`src/rtl/iiitb_r2_bm_arbiter.sv`:
```
// Arbiter/sequencer sharing one 4-bit radix-2 Booth multiplier among NREQ requesters.
// Define BM_ARB_FIXED_PRIO_EN for fixed lowest-index priority; default is round-robin.
module iiitb_r2_bm_arbiter #(
    parameter int unsigned NREQ       = 4,
    parameter int unsigned MUL_CYCLES = 4
) (
    input  logic              clk,
    input  logic              reset,
    input  logic [NREQ-1:0]   req_valid,
    input  logic [4*NREQ-1:0] req_m,
    input  logic [4*NREQ-1:0] req_q,
    output logic [NREQ-1:0]   req_ready,
    output logic              rsp_valid,
    output logic [2:0]        rsp_id,
    output logic [7:0]        rsp_p,
    input  logic              rsp_ready,
    output logic              mul_load,
    output logic [3:0]        mul_m,
    output logic [3:0]        mul_q,
    input  logic [7:0]        mul_p,
    output logic              busy
);
    typedef enum logic [1:0] {IDLE, LOAD, RUN, RESP} state_t;

    state_t     state_q, state_d;
    logic [3:0] cnt_q, cnt_d;
    logic [2:0] gnt_id_q, gnt_id_d;
    logic       mul_load_q, mul_load_d;
    logic [3:0] mul_m_q, mul_m_d;
    logic [3:0] mul_q_q, mul_q_d;
    logic       rsp_valid_q, rsp_valid_d;
    logic [2:0] rsp_id_q, rsp_id_d;
    logic [7:0] rsp_p_q, rsp_p_d;
    logic       busy_q, busy_d;
    logic       gnt_any;
    logic [2:0] gnt_idx;

`ifdef BM_ARB_FIXED_PRIO_EN
    always_comb begin
        gnt_any = 1'b0;
        gnt_idx = '0;
        for (int k = int'(NREQ) - 1; k >= 0; k--) begin
            if (req_valid[k]) begin
                gnt_any = 1'b1;
                gnt_idx = 3'(k);
            end
        end
    end
`else
    logic [2:0]      rr_ptr_q, rr_ptr_d;
    logic [NREQ-1:0] rot;
    logic [3:0]      sum;

    // Rotate requests so the search starts at bit 0, then map back to an absolute index.
    always_comb begin
        gnt_any = 1'b0;
        gnt_idx = '0;
        sum     = '0;
        rot     = NREQ'({req_valid, req_valid} >> rr_ptr_q);
        for (int unsigned k = 0; k < NREQ; k++) begin
            if (!gnt_any && rot[k]) begin
                gnt_any = 1'b1;
                sum     = {1'b0, rr_ptr_q} + 4'(k);
                if (sum >= 4'(NREQ)) sum = sum - 4'(NREQ);
                gnt_idx = sum[2:0];
            end
        end
    end
`endif

    assign req_ready = (state_q == IDLE && gnt_any && !reset) ? (NREQ'(1) << gnt_idx) : '0;

    always_comb begin
        state_d     = state_q;
        cnt_d       = cnt_q;
        gnt_id_d    = gnt_id_q;
        mul_load_d  = mul_load_q;
        mul_m_d     = mul_m_q;
        mul_q_d     = mul_q_q;
        rsp_valid_d = rsp_valid_q;
        rsp_id_d    = rsp_id_q;
        rsp_p_d     = rsp_p_q;
        busy_d      = busy_q;
`ifndef BM_ARB_FIXED_PRIO_EN
        rr_ptr_d    = rr_ptr_q;
`endif
        unique case (state_q)
            IDLE: begin
                if (gnt_any) begin
                    state_d    = LOAD;
                    gnt_id_d   = gnt_idx;
                    mul_m_d    = 4'(req_m >> {gnt_idx, 2'b00});
                    mul_q_d    = 4'(req_q >> {gnt_idx, 2'b00});
                    mul_load_d = 1'b1;
                    busy_d     = 1'b1;
`ifndef BM_ARB_FIXED_PRIO_EN
                    rr_ptr_d   = (32'(gnt_idx) == NREQ - 1) ? '0 : gnt_idx + 3'd1;
`endif
                end
            end
            LOAD: begin
                state_d    = RUN;
                mul_load_d = 1'b0;
                cnt_d      = 4'(MUL_CYCLES - 1);
            end
            RUN: begin
                if (cnt_q == '0) begin
                    state_d     = RESP;
                    rsp_p_d     = mul_p;
                    rsp_id_d    = gnt_id_q;
                    rsp_valid_d = 1'b1;
                end else begin
                    cnt_d = cnt_q - 4'd1;
                end
            end
            RESP: begin
                if (rsp_ready) begin
                    state_d     = IDLE;
                    rsp_valid_d = 1'b0;
                    busy_d      = 1'b0;
                end
            end
            default: state_d = IDLE;
        endcase
    end

    always_ff @(posedge clk or posedge reset) begin
        if (reset) begin
            state_q     <= IDLE;
            cnt_q       <= '0;
            gnt_id_q    <= '0;
            mul_load_q  <= 1'b0;
            mul_m_q     <= '0;
            mul_q_q     <= '0;
            rsp_valid_q <= 1'b0;
            rsp_id_q    <= '0;
            rsp_p_q     <= '0;
            busy_q      <= 1'b0;
`ifndef BM_ARB_FIXED_PRIO_EN
            rr_ptr_q    <= '0;
`endif
        end else begin
            state_q     <= state_d;
            cnt_q       <= cnt_d;
            gnt_id_q    <= gnt_id_d;
            mul_load_q  <= mul_load_d;
            mul_m_q     <= mul_m_d;
            mul_q_q     <= mul_q_d;
            rsp_valid_q <= rsp_valid_d;
            rsp_id_q    <= rsp_id_d;
            rsp_p_q     <= rsp_p_d;
            busy_q      <= busy_d;
`ifndef BM_ARB_FIXED_PRIO_EN
            rr_ptr_q    <= rr_ptr_d;
`endif
        end
    end

    assign mul_load  = mul_load_q;
    assign mul_m     = mul_m_q;
    assign mul_q     = mul_q_q;
    assign rsp_valid = rsp_valid_q;
    assign rsp_id    = rsp_id_q;
    assign rsp_p     = rsp_p_q;
    assign busy      = busy_q;

endmodule

```
`config.mk`:
```
export PLATFORM = sky130hd
export DESIGN_NAME = iiitb_r2_bm_arbiter
export DESIGN_NICKNAME = d
export VERILOG_FILES = /design/src/rtl/iiitb_r2_bm_arbiter.sv
export SDC_FILE = /design/constraint.sdc
export NUM_CORES = 1
export LEC_CHECK = 0
export CAP_MARGIN = 20
export CORE_UTILIZATION = 46
export DETAILED_ROUTE_END_ITERATION = 6
export PLACE_DENSITY = 0.92
export SLEW_MARGIN = 30
export SYNTH_ARGS = -nofsm -noshare
export SYNTH_HDL_FRONTEND = slang
export SYNTH_SLANG_ARGS = --single-unit
```
`constraint.sdc`:
```
create_clock -name clk -period 3.5 [get_ports clk]
set_input_delay 0.7 -clock clk [delete_from_list [all_inputs] [get_ports clk]]
set_output_delay 0.7 -clock clk [all_outputs]
set_load 0.03 [all_outputs]
```
Yosys cells after proc, flatten, opt, wreduce, memory -nomap -nowiden

Cells that the tools add are included.

Logic and storage cells: 84
Memory bits (writable): 0
Output and inout bits: 26
Bits of input ports: 47
Memory bits (read-only): 0
Latch bits: 0
Flip-flop bits (word level): 34
Memories kept: 0

$lt $le $gt $ge: 4
Shift operators: 4
Mux-type cells: 26
Bitwise gates (word level): 0
Add/subtract/negate cells: 9
Div/mod/pow operators: 0
Reduce and logical (&&, ||, !) cells: 22
$mul: 0
Equal/unequal tests: 8

Operators by type and width:

| operator                                                                            | count |
|---|---|
| 16-bit by 5-bit >> shifter with 4-bit output                                        | 2 |
| 3-bit 2-to-1 mux                                                                    | 9 |
| 4-bit by 3-bit greater-or-equal comparator with 1-bit output, second input constant | 3 |
| 3-bit subtractor, second input constant                                             | 4 |
| 3-bit AND reduction                                                                 | 3 |
| 3-bit by 2-bit adder with 4-bit output, second input constant                       | 2 |
| 4-bit 2-to-1 mux                                                                    | 2 |
| 2-bit inequality test, second input constant                                        | 4 |
| 2-bit one-hot mux with 4 select lines                                               | 1 |
| 4-bit one-hot mux with 2 select lines                                               | 1 |
| 2-bit AND reduction                                                                 | 4 |
| 2-bit nonzero test                                                                  | 4 |
| 8-bit by 3-bit >> shifter with 4-bit output                                         | 1 |
| 1-bit 2-to-1 mux                                                                    | 7 |
| 2-bit 2-to-1 mux                                                                    | 3 |
| 1-bit one-hot mux with 2 select lines                                               | 3 |
| 1-bit logical AND                                                                   | 5 |
| 3-bit by 1-bit adder with 4-bit output, second input constant                       | 1 |
| 2-bit == test, second input constant                                                | 2 |
| 1-bit logical NOT                                                                   | 4 |
| 4-bit logical NOT                                                                   | 1 |
| 1-bit by 3-bit left shift with 4-bit output, first input constant                   | 1 |
| 4-bit by 1-bit subtractor with 4-bit output, second input constant                  | 1 |
| 3-bit by 1-bit adder with 3-bit output, second input constant                       | 1 |
| 4 further kinds                                                                     | 4 |

Depth between registers and ports, before layout

Depth after elaboration: 14
Depth in mapped cells: 11
Depth with buffers taken out: 8

Least setup slack after synthesis

Ideal clock, no wire load.

Kind: input to output
Start: in req_valid[2]
End: out req_ready[2]
Arrival time: 3.001 ns
Slack: -0.201 ns
Stages on the path: 6
Buffers on the path: 1
Required time: 2.800 ns
Cell sequence: mux2_2 a311o_1 o2111ai_1 mux2_2 buf_2 nor4_1

Word-level cells in the longest chain between the ends: 14
Elaborated cells between the ends (all ways): 19
Those cells by class: 2 x shift; 9 x mux; 8 x reduce/logical

Ends and longest elaborated chain:

| element                                         | RTL line | RTL |
|---|---|---|
| from (decl)                                     | 9        | `input logic [NREQ-1:0] req_valid,` |
| 8-bit by 3-bit >> shifter with 4-bit output (*) | 59       | `rot = NREQ'({req_valid, req_valid} >> rr_ptr_q);` |
| 1-bit 2-to-1 mux                                | 61       | `if (!gnt_any && rot[k]) begin` |
| 1-bit logical NOT                               | 61       |  |
| 1-bit logical AND                               | 61       |  |
| 1-bit 2-to-1 mux                                | 61       |  |
| 1-bit logical NOT                               | 61       |  |
| 1-bit logical AND                               | 61       |  |
| 1-bit 2-to-1 mux                                | 61       |  |
| 1-bit logical NOT                               | 61       |  |
| 1-bit logical AND                               | 61       |  |
| 1-bit 2-to-1 mux                                | 61       |  |
| 1-bit logical AND (2 in a row)                  | 71       | `assign req_ready = (state_q == IDLE && gnt_any && !reset) ? (NREQ'(1) << gnt_idx) : '0;` |
| 4-bit 2-to-1 mux (*)                            | 71       |  |
| to (decl)                                       | 12       | `output logic [NREQ-1:0] req_ready,` |

Every way passes the cells marked *; elsewhere a longest branch is shown, timed or not.

Worst setup path after layout

Start: in req_valid[0]
End: out req_ready[1]

The elaborated chain is that of the path after synthesis.

==> reports/results.ini <==
[layout]
layout_common_cells=64 x clkdlybuf4s50_1, 33 x dfrtp_1, 28 x buf_4
fin_area_um2=3230
final_common_cell=clkdlybuf4s50_1
num-nets-final=368
area_growth_pct=50.3
diodes=0
final_layout_size_suffix_gt1_frac=0.236

[drt]
viasPerCell=6.01
drc_errors=0
routed_wl_um=6540
dr_total_vias=2199
first_pass_iters=6
post_drt_wl_per_cell_um=17.9
ant_nets=0
drt_iter0_markers=177

[floorplanning]
dieArea_um2=4950
die_x_um=70.4
dieHeight_um=70.4
rows=24
ios=73
coreArea_um2=4410
start_util=0.487

[sta]
rsz0062_at_grt=no
slew_viol_final=0
fin_ws_ns=0.0932
finalCritPeriodShare=0.973
period_minus_slack_ns=3.41
fin_skew_ns=0.00343
final_hold_viol_count=0
setup_viol=0
max_slew_margin=0.399
fmax_mhz=294
worst_pin_slew_ns=0.898

[hold_path]
worstHoldPathCells=2
worstHoldStart=gnt_id_q[0]
hold_class=reg2reg
worstHoldEndpoint=gnt_id_q[0]

[synth]
synthArstFlopShare=1.00
ys_types=50
synth-edff-count=0
syn_avg_cell_area_um2=9.82
synth_area_um2=2150
yosys_warnings=0
ys_ff_latch=34
yosysSeqAreaShare=0.396
synth_ff_type=dfrtp_1
syn-instance-count=219
synth_nets=274

[critical_path]
reg2reg_from=rr_ptr_q[0]
crit_required_ns=2.80
critPathSlowestCell=mux4_2
cp_num_buf_inv=4
path_delay_family=multiplexers
worst_path_most_repeated_cell=buf_4
cp-end-kind=output port
r2r_setup_slack_ns=0.58
cpPeakStageDelay_ns=0.52
crit_arrival_ns=2.71
r2r_end=mul_m[3]
crit_chain=dlygate4sd2_1 -> nor2b_4 -> mux4_2 -> a31oi_1 -> mux2_4 -> inv_1 -> buf_4 -> nor4_2 -> buf_4
critPathKind=in2out
worst_setup_path_start_kind=primary input
r2r_cells=10
crit_path_max_fanout=3

[clock_tree]
cts.path.max_buffers=2
cts.sinks=34
cts_hold_buf=0
htreeDepth=2
cts_made_buffers=5
clk_latency_ns=0.29
cts_tree=built
cts.clk_slew.worst_paths_ns=0.07
root_buffer=clkbuf_8

[pwr]
powerDensity_nw_per_um2=960
seqPwrFrac=0.234
leakagePower_nw=1.38
p_comb_frac=0.668
p_int_mw=1.64
clkPwrFrac=0.098
swShare=0.470
peakVddDrop_uv=557
switchingPower_mw=1.46
p_total_mw=3.10

[grt]
grt-busiest-layer=met2
grt_antenna_before_repair=0
gr-total-overflow=0
grt_pass1_wl_um=10500
use_met1=0.347
met3_usage=0.0433
grt_start_max_net_pins=35
grt_pass1_vias=2211
use_met2=0.462
grt_use_total=0.273

[flow_run]
drv_cap=0

[placement]
dp_slack_ns=-0.195
io_buffer_count=72
dpl-instance-area_um2=3060
place_hpwl_um=4710
gp_congestion=0.959

[status]
outcome=completed

worst max-delay path by stage:
| stage | startpoint | endpoint | slack, ns | depth (start not counted) |
|---|---|---|---|---|
| 6_report | req_valid[0] | req_ready[1] | 0.09 | 9 |
| 5_1_grt | req_valid[1] | req_ready[3] | 0.0007 | 10 |
| 4_1_cts | req_valid[1] | req_ready[3] | 0.07 | 10 |
| 3_5_place_dp | req_valid[3] | req_ready[3] | -0.20 | 10 |
| 3_3_place_gp | req_valid[1] | req_ready[3] | -0.04 | 9 |
| 2_1_floorplan | req_valid[2] | req_ready[2] | 0.14 | 6 |
what timing repair did:
item,CTS,global route
pin swaps,3,5
setup endpoints to repair,4,3
hold endpoints to repair,0,0
gates resized for setup,16,5
buffers inserted,1,1
per-layer routing:
| layer | vias to the layer above | share of wire |
|---|---|---|
| li1 | 1004 | - |
| met1 | 1055 | 0.39 |
| met2 | 113 | 0.52 |
| met3 | 27 | 0.059 |
| met4 | 0 | 0.031 |
| met5 | - | 0 |
state kept, by name (all words and copies together) (netlist names):
signal and count:
busy 1, cnt_q 4, gnt_id_q 3, mul_load 1, mul_m 4, mul_q 4
rr_ptr_q 3, rsp_id 3, rsp_p 8, rsp_valid 1, state_q 2
power groups by stage:
stage	clock network (mW)	registers, mW	logic (mW)
global placement	0	0.709	1.87
CTS	0.310	0.718	2.01
floorplan	0	0.910	1.01
finish	0.304	0.726	2.07
global route	0.329	0.751	2.21
detailed placement	0	0.716	1.95
cell type report:
cell class,count,area [um^2]
tap,52,65.1
clock buffer,6,82.6
multi-input combinational,162,1260
fill,323,1180
clock inverter,2,12.5
sequential,34,855
inverter,11,41.3
timing repair buffer,99,916
cells in the mapped netlist, types with 2 or more instances:
| library cell | number | area, um^2 |
|---|---|---|
| a211o_1 | 3 | 26.3 |
| o21ai_0 | 12 | 60.1 |
| ha_1 | 8 | 100 |
| a211oi_1 | 8 | 60.1 |
| inv_1 | 11 | 41.3 |
| buf_6 | 3 | 33.8 |
| and3_1 | 2 | 12.5 |
| a32o_1 | 2 | 20.0 |
| a2111oi_1 | 6 | 60.1 |
| mux2_2 | 15 | 169 |
| nor4_1 | 4 | 25.0 |
| nand2_1 | 19 | 71.3 |
| nor2b_1 | 2 | 12.5 |
| o21bai_1 | 2 | 15.0 |
| nor2_1 | 14 | 52.6 |
| buf_2 | 3 | 15.0 |
| and2_1 | 2 | 12.5 |
| nand2b_1 | 2 | 12.5 |
| clkbuf_1 | 4 | 15.0 |
| o21ai_1 | 2 | 10.0 |
| nor3b_1 | 10 | 75.1 |
| buf_4 | 2 | 15.0 |
| a2111oi_0 | 2 | 17.5 |
| a21oi_1 | 13 | 65.1 |
| nand3_1 | 3 | 15.0 |
| dfrtp_1 | 34 | 851 |
| nor3_1 | 8 | 40.0 |
worst register-to-register path: cells and delay by family, from the launching register on:
family	cells	cell delay [ns]
buffers and inverters	4	0.62
DFF	1	0.58
AOI/OAI and AO/OA	4	1.29
and+or+nand+nor	2	0.27
cell families after synthesis:
logic type                 after synthesis  synth area share
and+or+nand+nor                         72             0.182
muxes                                   19             0.107
buffers and inverters                   23            0.0558
xor gates and xnor gates                 1           0.00407
adders and majority gates                8            0.0465
AOI/OAI and AO/OA                       62             0.209
DFF                                     34             0.396
stage by stage:
stage / setup TNS [ns] / utilization / std cells / hold slack [ns]
2_1_floorplan: 0 / - / 219 / 0.444
3_3_place_gp: -0.0666 / 0.693 / 356 / 0.467
3_5_place_dp: -0.528 / 0.693 / 356 / 0.475
4_1_cts: 0 / 0.727 / 365 / 0.491
5_1_grt: 0 / 0.732 / 366 / 0.524
6_report: 0 / 0.732 / 366 / 0.490
Power figures use the tool's default switching activity.
==> variant 1 (config.mk and constraints unchanged) <==
Make the reset (`reset`) synchronous in one clocked block.
--- a/src/rtl/iiitb_r2_bm_arbiter.sv
+++ b/src/rtl/iiitb_r2_bm_arbiter.sv
@@ -126,3 +126,3 @@
 
-    always_ff @(posedge clk or posedge reset) begin
+    always_ff @(posedge clk) begin
         if (reset) begin
Function: differs if reset is asserted again (counterexample within 4 cycles, from zero or initial values and one cycle with reset high); with reset held inactive, the same outputs for 10 cycles.
==> variant 1 against the original RTL <==
  * Sequential share of layout area is 3.3 points lower
  * Synthesized cell count up 0.91%
  * Routed wire length fell by 22%
  * Sequential power is 19% lower
  * Area after synthesis down 9.2%
  * Die area fell by 9.0%
  * Final area fell by 9.1%
  * Power is 31% lower
  * Worst setup slack got worse by 0.015 ns
  * Sequential cell count is the same
  * Critical path depth is 1 lower
==> variant 1: results (changes against the original RTL) <==
stage	metric	value	unit	change
status	status	finished, final reports clean		unchanged
route	routedWlPerCell	14.49	µm	was 17.86 µm
worst_setup_path	crit_path_end	req_ready[3]		was req_ready[1]
synthesis	synth_commonest_cells	39 x nand2_1, 34 x dfxtp_1, 23 x mux2i_1		was 34 x dfrtp_1, 19 x nand2_1, 15 x mux2_2
min_path	holdPathEnd	rsp_p[6]		was gnt_id_q[0]
clock_tree	htree_levels	2		unchanged
route	drt_first_pass_iters	4		was 6
placement	gp_congestion	0.8308		was 0.9593
min_path	holdCritStartpoint	rsp_p[6]		was gnt_id_q[0]
synthesis	ys.warnings.count	0		unchanged
finish	fillers	274		was 323
grt	grt_pass1_wl	8107	µm	was 10520 µm
placement	hpwl	3755	µm	was 4708 µm
sta	slew-limit-headroom	0.6261		was 0.3987
synthesis	synth.area.top_cells	dfxtp_1 35%, mux2i_1 12%, nand2_1 7.5%, o221ai_2 6.2%, ha_1 5.1%		was dfrtp_1 40%, mux2_2 7.9%, ha_1 4.7%, nor3b_1 3.5%, nand2_1 3.3%
grt	grt_max_degree	26		was 35
finish	nets	357		was 368
placement	dp_slack	-0.01803	ns	was -0.1952 ns
sta	skew	0.005679	ns	was 0.003429 ns
grt	grt_util_all_layers	0.2401		was 0.2725
synthesis	synth_nets	276		was 274
route	drt_iter0_markers	90		was 177
grt	grt_pass1_vias	1787		was 2211
clock_tree	cts_resized	3		was 16
placement	place_area	2766	µm²	was 3059 µm²
worst_setup_path	r2r_setup_slack	0.85	ns	was 0.58 ns
worst_setup_path	crit_path_start	req_valid[3]		was req_valid[0]
worst_setup_path	crit_slowest_cell	or4_4		was mux4_2
worst_setup_path	reg2reg_to	mul_q[2]		was mul_m[3]
worst_setup_path	critPathArrivalTime	2.72	ns	was 2.71 ns
synthesis	yosysSeqAreaShare	0.3487		was 0.3956
power_and_ir_drop	vdd_drop_max	0.5649	mV	was 0.5568 mV
sta	whs	0.4581	ns	was 0.4898 ns
-- variant 1: critical path, delay by kind of cell --
family,cells,cell delay [ns]
and+or+nand+nor,3,0.83
adders and majority gates,1,0.17
buffers and inverters,2,0.55
AOI/OAI and AO/OA,2,0.45
-- variant 1: area by class of cell --
cell class / count / area [µm²] / share of cell area
Tap cell: 50 / 62.56 / 0.02128
Clock buffer: 6 / 82.58 / 0.02809
Inverter: 10 / 37.54 / 0.01277
Timing Repair Buffer: 87 / 842.1 / 0.2864
Multi-Input combinational cell: 164 / 1205 / 0.4098
Clock inverter: 1 / 30.03 / 0.01021
Sequential cell: 34 / 680.7 / 0.2315
-- variant 1: where the power goes --
| part | switching (mW) | leakage [nW] | total, mW | internal (mW) |
|---|---|---|---|---|
| Clock | 0.135 | 0.0573 | 0.363 | 0.228 |
| Combinational | 0.643 | 0.796 | 1.20 | 0.562 |
| Sequential | 0.0891 | 0.279 | 0.585 | 0.496 |
-- variant 1: per-layer routing --
layer  part of all wire  global-route usage
met5                  0                   0
met2               0.52              0.4188
met1               0.40              0.2748
met4              0.015             0.09574
met3              0.062             0.06588
-- variant 1: per-stage QoR --
step / TNS, ns / instances
after floorplan: 0 / 221
after global placement: 0 / 343
after detailed placement: -0.01803 / 343
after CTS: 0 / 350
after global routing: 0 / 352
final: 0 / 352
-- variant 1: cell families after synthesis --
| group | after synthesis | synth area share |
|---|---|---|
| AND/OR/NAND/NOR | 81 | 0.1955 |
| flip-flops | 34 | 0.3487 |
| XOR/XNOR | 1 | 0.004488 |
| multiplexers | 24 | 0.1295 |
| adder cells (fa/ha/maj) | 8 | 0.05128 |
| buffers and inverters | 23 | 0.05449 |
| AO/OA/AOI/OAI | 50 | 0.2160 |
==> variant 2 (config.mk and constraints unchanged) <==
Without the edit above. Build with the macro `BM_ARB_FIXED_PRIO_EN` defined.
--- a/src/rtl/iiitb_r2_bm_arbiter.sv
+++ b/src/rtl/iiitb_r2_bm_arbiter.sv
@@ -2,2 +2,4 @@
 // Define BM_ARB_FIXED_PRIO_EN for fixed lowest-index priority; default is round-robin.
+`define BM_ARB_FIXED_PRIO_EN
+
 module iiitb_r2_bm_arbiter #(
Formal check against the unedited RTL: not equivalent (Yosys sat finds a counterexample within 10 cycles, from zero or initial values and one cycle with reset high).
==> variant 2 against the original RTL <==
  * Area after synthesis fell by 17%
  * Worst setup slack improved by 0.33 ns
  * Routed wire length fell by 36%
  * Via count fell by 30%
  * Register-to-register slack improved by 0.82 ns
  * Final area fell by 20%
  * Sequential share of layout area rose by 1.5 points
  * Critical path depth fell by 4
  * Sequential cell count fell by 5
  * Combinational power fell by 47%
  * Non-clock buffer count fell by 24
  * Power fell by 37%
  * Clock power fell by 11%
  * Final cell count fell by 22%
  * Critical path type unchanged
  * Largest cell class unchanged
==> variant 2: results (changes against the original RTL) <==
stage	metric	value	unit	change
status	status	finished, final reports clean		unchanged
route	wl_met3	223	µm	was 387 µm
synthesis	yosysSeqAreaShare	0.4056		was 0.3956
worst_setup_path	crit_slowest_cell	clkdlybuf4s50_1		was mux4_2
sta	slew-limit-headroom	0.4676		was 0.3987
min_path	holdCritStartpoint	rsp_id[0]		was gnt_id_q[0]
route	wl_met2	2118	µm	was 3411 µm
grt	grt_pass1_wl	6962	µm	was 10520 µm
sta	skew	0.003039	ns	was 0.003429 ns
worst_setup_path	crit_path_max_fanout	10		was 3
synthesis	synth_nets	221		was 274
worst_setup_path	reg2regPathDepth	5		was 10
min_path	hold_depth	1		was 2
synthesis	synth_commonest_cells	29 x dfrtp_1, 17 x nor2b_1, 12 x a21oi_1		was 34 x dfrtp_1, 19 x nand2_1, 15 x mux2_2
synthesis	synth.area.top_cells	dfrtp_1 41%, mux2_1 6.3%, nor2b_1 5.9%, a221oi_2 5.9%, o22a_1 4.4%		was dfrtp_1 40%, mux2_2 7.9%, ha_1 4.7%, nor3b_1 3.5%, nand2_1 3.3%
route	m1WireLength	1760	µm	was 2536 µm
placement	io_buffer_count	71		was 72
finish	fillers	285		was 323
route	routedWlPerCell	14.53	µm	was 17.86 µm
grt	grt_util_all_layers	0.2215		was 0.2725
clock_tree	cts_setup_buffers	0		was 1
route	drt_first_pass_iters	4		was 6
finish	final_layout_size_suffix_gt1_frac	0.1548		was 0.2357
route	routed_via_density	5.338		was 6.008
clock_tree	cts_resized	0		was 16
min_path	holdPathEnd	rsp_id[0]		was gnt_id_q[0]
worst_setup_path	critPathArrivalTime	2.38	ns	was 2.71 ns
worst_setup_path	r2r_setup_slack	1.40	ns	was 0.58 ns
==> variant 2: changes by cell type in the layout (fill, tap and decap cells not counted), sizes merged, moves of 7 or more <==
cell,delta
a221oi,+7
o21ai,-10
nand2,-13
o22a,+9
nor2b,+15
nor3b,-10
a211oi,-8
a2111oi,-9
buf,-26
==> variant 2: cells by family (layout without fill, tap and decap cells) <==
logic type,after synthesis,after routing,share of synthesized area
xor gates and xnor gates,1,1,0.004896
buffers and inverters,19,90,0.06433
and+or+nand+nor,49,49,0.1657
AOI/OAI and AO/OA,51,51,0.2385
adders and majority gates,6,6,0.04196
other,1,1,0.002096
DFF,29,29,0.4056
muxes,12,12,0.07692
==> variant 2: final cells by class <==
class / instances / share of cell area
inverter: 8 / 0.01157
sequential: 29 / 0.2795
multi-input combinational: 120 / 0.3682
timing repair buffer: 75 / 0.2843
clock buffer: 7 / 0.03325
tap: 48 / 0.02313
==> variant 2: worst max path at each step <==
stage / from / to / slack [ns] / cells after the start
6_report: req_valid[1] / req_ready[3] / 0.42 / 5
3_5_place_dp: req_valid[1] / req_ready[3] / 0.44 / 5
4_1_cts: req_valid[1] / req_ready[3] / 0.43 / 5
2_1_floorplan: req_valid[1] / req_ready[3] / 0.90 / 4
3_3_place_gp: req_valid[1] / req_ready[3] / 0.48 / 5
5_1_grt: state_q[1] / req_ready[2] / 0.28 / 6
==> variant 2: stage by stage <==
step	instance area, µm²	power (mW)	utilization	cells
global route	2596	2.101	0.7039	287
CTS	2591	1.986	0.7025	287
detailed placement	2505	1.708	0.6791	280
global placement	2505	1.670	0.6791	280
finish	2596	1.970	0.7039	287
floorplan	1789	1.332	-	168
==> variant 2: worst max-delay path: cells and delay by family <==
| family | cells | cell delay [ns] |
|---|---|---|
| buffers and inverters | 3 | 1.10 |
| AND/OR/NAND/NOR | 2 | 0.57 |
==> variant 2: layer usage <==
layer,up-vias,track usage
li1,732,-
met4,0,0.07778
met2,47,0.3750
met1,746,0.2701
met3,7,0.05714
met5,-,0
==> variant 2: power breakdown <==
part	internal [mW]	switching (mW)
registers	0.500	0.103
clock network	0.155	0.115
logic	0.503	0.593
total	1.16	0.811
